<file path="src/rtl/regfile_pkg.sv">
// Shared constants and helpers for the scoreboarded register file.
package regfile_pkg;

    localparam int DEF_WIDTH  = 16;
    localparam int DEF_ADDR_W = 3;
    localparam int ZERO_IDX   = 0;

    function automatic int depth_of(input int addr_w);
        return 1 << addr_w;
    endfunction

endpackage

</file>
<file path="src/rtl/regfile_entry.sv">
// One register of the file: data word plus its pending-write flag.
module regfile_entry
    import regfile_pkg::*;
#(
    parameter int WIDTH = DEF_WIDTH
) (
    input  logic             clk,
    input  logic             rst,
    input  logic             we,
    input  logic [WIDTH-1:0] wd,
    input  logic             set_pend,
    input  logic             clr_pend,
    output logic [WIDTH-1:0] data,
    output logic             pend
);

    always_ff @(posedge clk or posedge rst) begin
        if (rst) begin
            data <= '0;
            pend <= 1'b0;
        end else begin
            if (we) begin
                data <= wd;
            end
            // A new producer supersedes the one completing this cycle.
            if (set_pend) begin
                pend <= 1'b1;
            end else if (clr_pend) begin
                pend <= 1'b0;
            end
        end
    end

endmodule

</file>
<file path="src/rtl/regfile_scb.sv">
// Register file with one write port, two read ports, optional bypass and
// zero register, plus a per-register pending-write scoreboard for hazard detection.
module regfile_scb
    import regfile_pkg::*;
#(
    parameter int WIDTH    = DEF_WIDTH,
    parameter int ADDR_W   = DEF_ADDR_W,
    parameter int BYPASS   = 1,
    parameter int ZERO_REG = 0
) (
    input  logic              clk,
    input  logic              rst,
    input  logic [ADDR_W-1:0] read1RegSel,
    input  logic [ADDR_W-1:0] read2RegSel,
    input  logic [ADDR_W-1:0] writeRegSel,
    input  logic [WIDTH-1:0]  writeData,
    input  logic              writeEn,
    input  logic              issueEn,
    input  logic [ADDR_W-1:0] issueSel,
    output logic [WIDTH-1:0]  read1Data,
    output logic [WIDTH-1:0]  read2Data,
    output logic              read1Pend,
    output logic              read2Pend,
    output logic              anyPend,
    output logic              err
);

    localparam int DEPTH = depth_of(ADDR_W);
    localparam logic [ADDR_W-1:0] ZSEL = ADDR_W'(ZERO_IDX);

    logic             wr_ok;
    logic             iss_ok;
    logic [DEPTH-1:0] wr_hot;
    logic [DEPTH-1:0] iss_hot;
    logic [DEPTH-1:0] pend_q;
    logic [WIDTH-1:0] reg_q [DEPTH];
    logic             wr_bad;
    logic             iss_bad;

    // Operations aimed at the hard-wired zero register are dropped entirely.
    assign wr_ok  = writeEn && !((ZERO_REG != 0) && (writeRegSel == ZSEL));
    assign iss_ok = issueEn && !((ZERO_REG != 0) && (issueSel == ZSEL));

    always_comb begin
        wr_hot  = '0;
        iss_hot = '0;
        for (int i = 0; i < DEPTH; i++) begin
            wr_hot[i]  = wr_ok  && (writeRegSel == ADDR_W'(i));
            iss_hot[i] = iss_ok && (issueSel    == ADDR_W'(i));
        end
    end

    for (genvar g = 0; g < DEPTH; g++) begin : g_entry
        regfile_entry #(
            .WIDTH (WIDTH)
        ) u_entry (
            .clk      (clk),
            .rst      (rst),
            .we       (wr_hot[g]),
            .wd       (writeData),
            .set_pend (iss_hot[g]),
            .clr_pend (wr_hot[g]),
            .data     (reg_q[g]),
            .pend     (pend_q[g])
        );
    end

    always_comb begin
        read1Data = reg_q[read1RegSel];
        read2Data = reg_q[read2RegSel];
        read1Pend = pend_q[read1RegSel];
        read2Pend = pend_q[read2RegSel];
        if ((ZERO_REG != 0) && (read1RegSel == ZSEL)) begin
            read1Data = '0;
        end
        if ((ZERO_REG != 0) && (read2RegSel == ZSEL)) begin
            read2Data = '0;
        end
        // wr_ok already excludes the zero register, so bypass never hits it.
        if ((BYPASS != 0) && wr_ok && (writeRegSel == read1RegSel)) begin
            read1Data = writeData;
            read1Pend = 1'b0;
        end
        if ((BYPASS != 0) && wr_ok && (writeRegSel == read2RegSel)) begin
            read2Data = writeData;
            read2Pend = 1'b0;
        end
    end

    assign anyPend = |pend_q;

    assign wr_bad  = wr_ok && !pend_q[writeRegSel] && !(iss_ok && (issueSel == writeRegSel));
    assign iss_bad = iss_ok && pend_q[issueSel] && !(wr_ok && (writeRegSel == issueSel));

    always_ff @(posedge clk or posedge rst) begin
        if (rst) begin
            err <= 1'b0;
        end else if (wr_bad || iss_bad) begin
            err <= 1'b1;
        end
    end

endmodule

</file>
<file path="config.mk">
export PLATFORM = sky130hd
export DESIGN_NAME = regfile_scb
export DESIGN_NICKNAME = d
export VERILOG_FILES = /design/src/rtl/regfile_pkg.sv /design/src/rtl/regfile_entry.sv /design/src/rtl/regfile_scb.sv
export SDC_FILE = /design/constraint.sdc
export NUM_CORES = 1
export LEC_CHECK = 0
export CAP_MARGIN = 20
export CORE_UTILIZATION = 35
export DETAILED_ROUTE_END_ITERATION = 10
export PLACE_DENSITY = 0.61
export SYNTH_ARGS = -nofsm -noshare
export SYNTH_HDL_FRONTEND = slang
export SYNTH_HIERARCHICAL = 1
export SYNTH_SLANG_ARGS = --single-unit
</file>
<file path="constraint.sdc">
create_clock -name clk -period 3.3 [get_ports clk]
set_input_delay 0.66 -clock clk [delete_from_list [all_inputs] [get_ports clk]]
set_output_delay 0.66 -clock clk [all_outputs]
set_load 0.1 [all_outputs]
</file>
# After elaboration in Yosys (flattened, before gate mapping)
# Cells that the tools add are included.
dict set report totals {
  inputBits 32
  register_bits 137
  elab_cells 116
}
dict set report op_classes {
  bitwise 2
  mux 34
  eq_ne 18
  magnitude_cmp 6
  reduce_logical 39
}
# cell n
set op_table {}
lappend op_table {{binary-select mux 16 bit (select 3 bit)} 2}
lappend op_table {{2-to-1 mux 16 bit} 6}
lappend op_table {{== test 3 bit, second input constant} 8}
lappend op_table {{logical AND 1 bit} 24}
lappend op_table {{2-to-1 mux 1 bit} 22}
lappend op_table {{less-than comparator 3 x 4 -> 1 bit, second input constant} 4}
lappend op_table {{nonzero test 2 bit} 8}
lappend op_table {{binary-select mux 1 bit (select 3 bit)} 4}
lappend op_table {{== test 3 x 2 -> 1 bit, second input constant} 4}
lappend op_table {{== test 3 bit} 4}
lappend op_table {{greater-or-equal comparator 4 bit, second input constant} 2}
lappend op_table {{NOT 3 -> 4 bit} 2}
lappend op_table {{OR reduction 8 bit} 1}
lappend op_table {{== test 3 x 1 -> 1 bit, second input constant} 2}
lappend op_table {{logical NOT 3 bit} 2}
lappend op_table {{logical NOT 1 bit} 3}
lappend op_table {{logical OR 1 bit} 1}

# Logic depth before layout (Yosys ltp)
# Gate-level depths: netlist (run 1).
dict set report depth {
  depth_word 6
  ltp_mapped 6
}

# By module
# The synthesis (run 1) kept the hierarchy.
# mod cells_per_inst area_per_inst_um2 instances
set by_module_without_submodules {}
lappend by_module_without_submodules {regfile_entry 38 689.4 8}
lappend by_module_without_submodules {regfile_scb 264 2817.7 1}

# Worst setup path after synthesis (run 1)
# Ideal clock, no wire load.
dict set report synth_path {
  path_type {input -> output}
  start {input read2RegSel[2]}
  end {output read2Data[11]}
  path_slack_ps -262
  arrival_ps 2902
  path_buffers 2
  cell_stages 5
  path_cell_list {buf_2 -> xnor2_1 -> nand4_1 -> clkbuf_1 -> a21oi_1}
}
dict set report synth_between {
  elab_chain_len 5
}
# item line
set synth_rtl {}
lappend synth_rtl {{start, declared} regfile_scb.sv:14} ;# input logic [ADDR_W-1:0] read2RegSel,
lappend synth_rtl {{NOT 3 -> 4 bit (not written as such)} regfile_scb.sv:70} ;# read2Data = reg_q[read2RegSel];
lappend synth_rtl {{binary-select mux 16 bit (select 3 bit)} regfile_scb.sv:70}
lappend synth_rtl {{2-to-1 mux 16 bit (not written as such) (2 in series)} regfile_scb.sv:70}
lappend synth_rtl {{2-to-1 mux 16 bit (*)} regfile_scb.sv:84} ;# if ((BYPASS != 0) && wr_ok && (writeRegSel == read2RegSel)) begin
lappend synth_rtl {{end, declared} regfile_scb.sv:21} ;# output logic [WIDTH-1:0] read2Data,
# Mark *: on every way between the ends. The rest lies on a longest branch, timed or not. The select of a mux whose other input is x is not followed.

# Final worst setup path (run 1)
dict set report layout_path {
  start {input read1RegSel[2]}
  end {output read1Data[4]}
}
dict set report layout_between {
  elab_chain_len 5
}
# item line
set layout_rtl {}
lappend layout_rtl {{start, declared} regfile_scb.sv:13} ;# input logic [ADDR_W-1:0] read1RegSel,
lappend layout_rtl {{NOT 3 -> 4 bit (not written as such)} regfile_scb.sv:69} ;# read1Data = reg_q[read1RegSel];
lappend layout_rtl {{binary-select mux 16 bit (select 3 bit)} regfile_scb.sv:69}
lappend layout_rtl {{2-to-1 mux 16 bit (not written as such) (2 in series)} regfile_scb.sv:69}
lappend layout_rtl {{2-to-1 mux 16 bit (*)} regfile_scb.sv:80} ;# if ((BYPASS != 0) && wr_ok && (writeRegSel == read1RegSel)) begin
lappend layout_rtl {{end, declared} regfile_scb.sv:20} ;# output logic [WIDTH-1:0] read1Data,
# Marks and branches as above.

==> reports/results.txt, run 1 <==
The category of the most critical setup path is in -> out. Data arrival time of the worst path: 2.57 ns. The routed design has 24800 um of wire.

The clock sink total is 137. The count of final max-slew check failures came out at 0. The final non-filler cell area came out at 10300 sq um. The count of unresolved DRC violations after routing is 0, and the peak supply drop is 0.480 mV. The logs give 0 for the number of failing hold endpoints at the final stage and 56 for the standard-cell row count. After clock tree synthesis, the setup repair step added 0 buffers.

The share of power burned in combinational logic came out at 42.8%. The layer with the highest usage after global routing was met2. Of the cells placed in the final design, the portion with a size suffix greater than 1 is 49.7%. The flop and latch count out of synthesis is 137. Relative to the synthesized area, the layout overhead comes to 23.3%.

Global routing used 35.7% of the available met2 tracks. The routed design could run at a clock period as short as 3.23 ns. The largest net degree at the start of global routing is 29, and the number of levels in the clock H-tree is 4. The standard cell core area is 23400 sq um. The vertical die dimension is 156 um, and the number of non-filler instances in the completed layout is 973. The global routing usage on met3 was 4.74%; the sequential share of the synthesized area was 41.1%. The most common cell type on the critical path was sky130_fd_sc_hd__buf_12.

During placement, the flow inserted port buffers numbering 67. Cell internal power was estimated by the tool at 4.46 mW. Setup repair after global routing left no endpoint under its margin. The tools report the net count after synthesis as 600. Once the floorplan was initialized, standard cells occupied 35.6% of the core. Yosys attributes the largest share of cell area to sky130_fd_sc_hd__dfrtp_1 (41%), sky130_fd_sc_hd__mux4_2 (19%), sky130_fd_sc_hd__mux2_4 (14%), sky130_fd_sc_hd__mux2_2 (6.9%), sky130_fd_sc_hd__mux2i_1 (4.1%).

In this run the horizontal extent of the chip is 156 um. The final clock period utilization by the worst path came out at 97.8%. The worst setup path is captured at an output pin. The floorplan step defined a die boundary enclosing 24400 sq um.

The pre-CTS setup slack was 0.125 ns. Yosys instantiated no cell more often than sky130_fd_sc_hd__dfrtp_1. The number of ports placed on the die boundary was 68. After detailed routing, the average wire length per cell comes to 25.5 um.

The tools report the number of CTS-inserted buffers as 17. The maximum cell stage delay along the critical path is 0.67 ns. The clock passes through at most 2 buffers.

Across the run, the number of max-cap violations was 0. Clock tree synthesis selected as its root buffer the cell sky130_fd_sc_hd__clkbuf_16. For this run, the total global-route usage over all layers was measured as 21.9%. The run finished with clean final reports. In this run, the number of DRC markers left after iteration 0 of detailed routing was 416.

In this run the worst path has a maximum fanout of 27. The tools report the worst setup skew after layout as 0.00222 ns. The synthesized area is 8330 sq um. Number of antenna violations at the first check in global routing: 0.

The most used flip-flop cell after synthesis is sky130_fd_sc_hd__dfrtp_1. Global routing finished with a remaining overflow of 0. Clock latency on the worst-skew pair, taken at its later pin, is 0.42 ns. The count of flip-flops with a built-in enable after synthesis came out at 0. The tools report the number of global-route vias before repair as 5970. The global routing usage on met1 is 29.8%. The residual antenna-violating net count after detailed routing is 0. In this run the tightest slew margin relative to its limit is 30.1%. In this run, post-CTS repair resized a total of 0 instances. The first TritonRoute pass finished after 5 iterations. The congestion estimate from routability-driven global placement came to 0.849. The slowest stage of the critical path belongs to the cell sky130_fd_sc_hd__clkdlybuf4s50_1. 0 antenna diodes ended up in the layout. Detailed-placement wirelength estimate: 16900 um. The Yosys step of the flow raised 6 warnings.

The tools report the kind of start point of the critical path as an input pin. For this design the static power due to leakage is 4.36 nW. The logs give 0.310 GHz for the fmax and 9770 sq um for the instance area after placement. The first global-routing pass estimated 38800 um of wire. In this run, distinct cell masters in the synthesized netlist total 29.

At the end of the flow, the number of nets in the layout was 679. Data required time at the worst endpoint: 2.64 ns. Clock-pin slew was measured on the worst setup and hold paths at 0.05 ns. After synthesis, the mean cell area works out to 14.7 sq um.

The number of vias per cell was 5.61. Across all setup checks in the final design, the least slack found is 0.0739 ns. After synthesis, the share of flip-flops with an asynchronous set or reset is 100%. TritonCTS built the clock tree.

For the count of hold-fix buffers inserted at cts, the log shows 0. The worst hold path belongs to the class reg -> reg. After technology mapping, the gate count stands at 568. Setup violations remaining at the end of the flow were counted as 0. Traced cell by cell, the critical path runs through clkdlybuf4s50_1 -> xnor2_1 -> nand4_1 -> buf_12 -> a21oi_1 -> buf_12. Summed over all nets, the switching power comes to 2.61 mW. Counting instances in the post-synthesis netlist gives the leading cell types as sky130_fd_sc_hd__dfrtp_1 (137), sky130_fd_sc_hd__mux2_4 (80), sky130_fd_sc_hd__mux4_2 (69). Total number of vias: 5462.

At the pin with the least slew margin, the transition time is 1.05 ns. Registers are responsible for 33.5% of the overall power. The share of total power dissipated in the clock network is 23.7%. Net switching is 37.0% of the power.

Including well taps, the total number of placed cells is 947. Summed over all instances, the cell type with the most area after synthesis is sky130_fd_sc_hd__dfrtp_1. The synthesized design devotes to its leading area cell type 41.1% of total area. Power spread over the standard cell area amounts to 689 nW/um^2.
## power by group through the flow
stage	combinational [mW]	clock [mW]	sequential, mW
after floorplan	2.10	0	2.26
after global placement	3.00	0	2.33
after detailed placement	3.03	0	2.38
after CTS	3.04	1.72	2.36
after global routing	3.14	1.79	2.42
final	3.03	1.68	2.37
## cell usage in the layout, fill, tap and decap left out, types with 8 or more instances in the layout
cell type	n
sky130_fd_sc_hd__nor2_2	8
sky130_fd_sc_hd__mux2_2	51
sky130_fd_sc_hd__mux4_2	69
sky130_fd_sc_hd__a21oi_1	23
sky130_fd_sc_hd__mux2i_1	34
sky130_fd_sc_hd__clkbuf_16	17
sky130_fd_sc_hd__clkdlybuf4s50_1	27
sky130_fd_sc_hd__dfrtp_1	137
sky130_fd_sc_hd__inv_1	20
sky130_fd_sc_hd__buf_12	45
sky130_fd_sc_hd__a21o_1	8
sky130_fd_sc_hd__a21oi_2	9
sky130_fd_sc_hd__buf_4	31
sky130_fd_sc_hd__nor2_1	38
sky130_fd_sc_hd__mux2_4	80
## area by class of cell
type                       count  area (sq um)
timing repair buffer         107          1420
clock inverter                 5          25.0
inverter                      20          75.1
fill                        2130         13100
clock buffer                  21           480
sequential                   137          3430
tap                          319           399
multi-input combinational    364          4440
## registers in the layout, indices dropped and copies added (netlist names)
signal	cells
err	1
g_entry.u_entry/data	128
g_entry.u_entry/pend	8
## worst max-delay path: cells and delay by family
kind,cells,cell delay (ns)
buffers and inverters,3,1.13
AOI/OAI and AO/OA,1,0.40
and+or+nand+nor,1,0.20
xor gates and xnor gates,1,0.17
## path summary, 6_finish.rpt
kind	start	end	cells after the start	slack, ns
min in group asynchronous	rst	err	2	0.63
min reg2reg	g_entry[6].u_entry/data[3]	g_entry[6].u_entry/data[3]	1	0.53
max reg2reg	g_entry[1].u_entry/pend	err	4	1.54
min	g_entry[6].u_entry/data[3]	g_entry[6].u_entry/data[3]	1	0.53
max in group asynchronous	rst	g_entry[1].u_entry/data[5]	2	1.57
max	read1RegSel[2]	read1Data[4]	6	0.07
## metrics by stage
stage | TNS, ns | hold slack, ns | power, mW | util [%]
floorplan | -5.99 | 0.389 | 4.36 | -
global placement | 0 | 0.502 | 5.33 | 41.7
detailed placement | 0 | 0.515 | 5.41 | 41.7
CTS | 0 | 0.530 | 7.12 | 43.9
global route | 0 | 0.549 | 7.36 | 43.9
finish | 0 | 0.527 | 7.07 | 43.9
## kinds of logic after synthesis
kind of cell	Yosys count	share of synthesized area, %
mux	236	44.7
buf+inv	67	6.31
flops	137	41.1
compound gates	46	3.12
xor+xnor	9	0.946
simple gates	73	3.81
## metal layers
metal / wire length (um) / share of wire [%]
met1: 10800 / 44
met2: 12100 / 49
met3: 1560 / 6.3
met4: 340 / 1.4
met5: 0 / 0
(Power assumes the default switching activity.)
==> run 2: changes to the inputs <==
--- a/config.mk
+++ b/config.mk
@@ -9,6 +9,7 @@
 export CORE_UTILIZATION = 35
 export DETAILED_ROUTE_END_ITERATION = 10
 export PLACE_DENSITY = 0.61
+export SLEW_MARGIN = 20
 export SYNTH_ARGS = -nofsm -noshare
 export SYNTH_HDL_FRONTEND = slang
 export SYNTH_HIERARCHICAL = 1
==> results of run 2 <==
No change in the layout: final DEF, timing and power equal those of run 1.
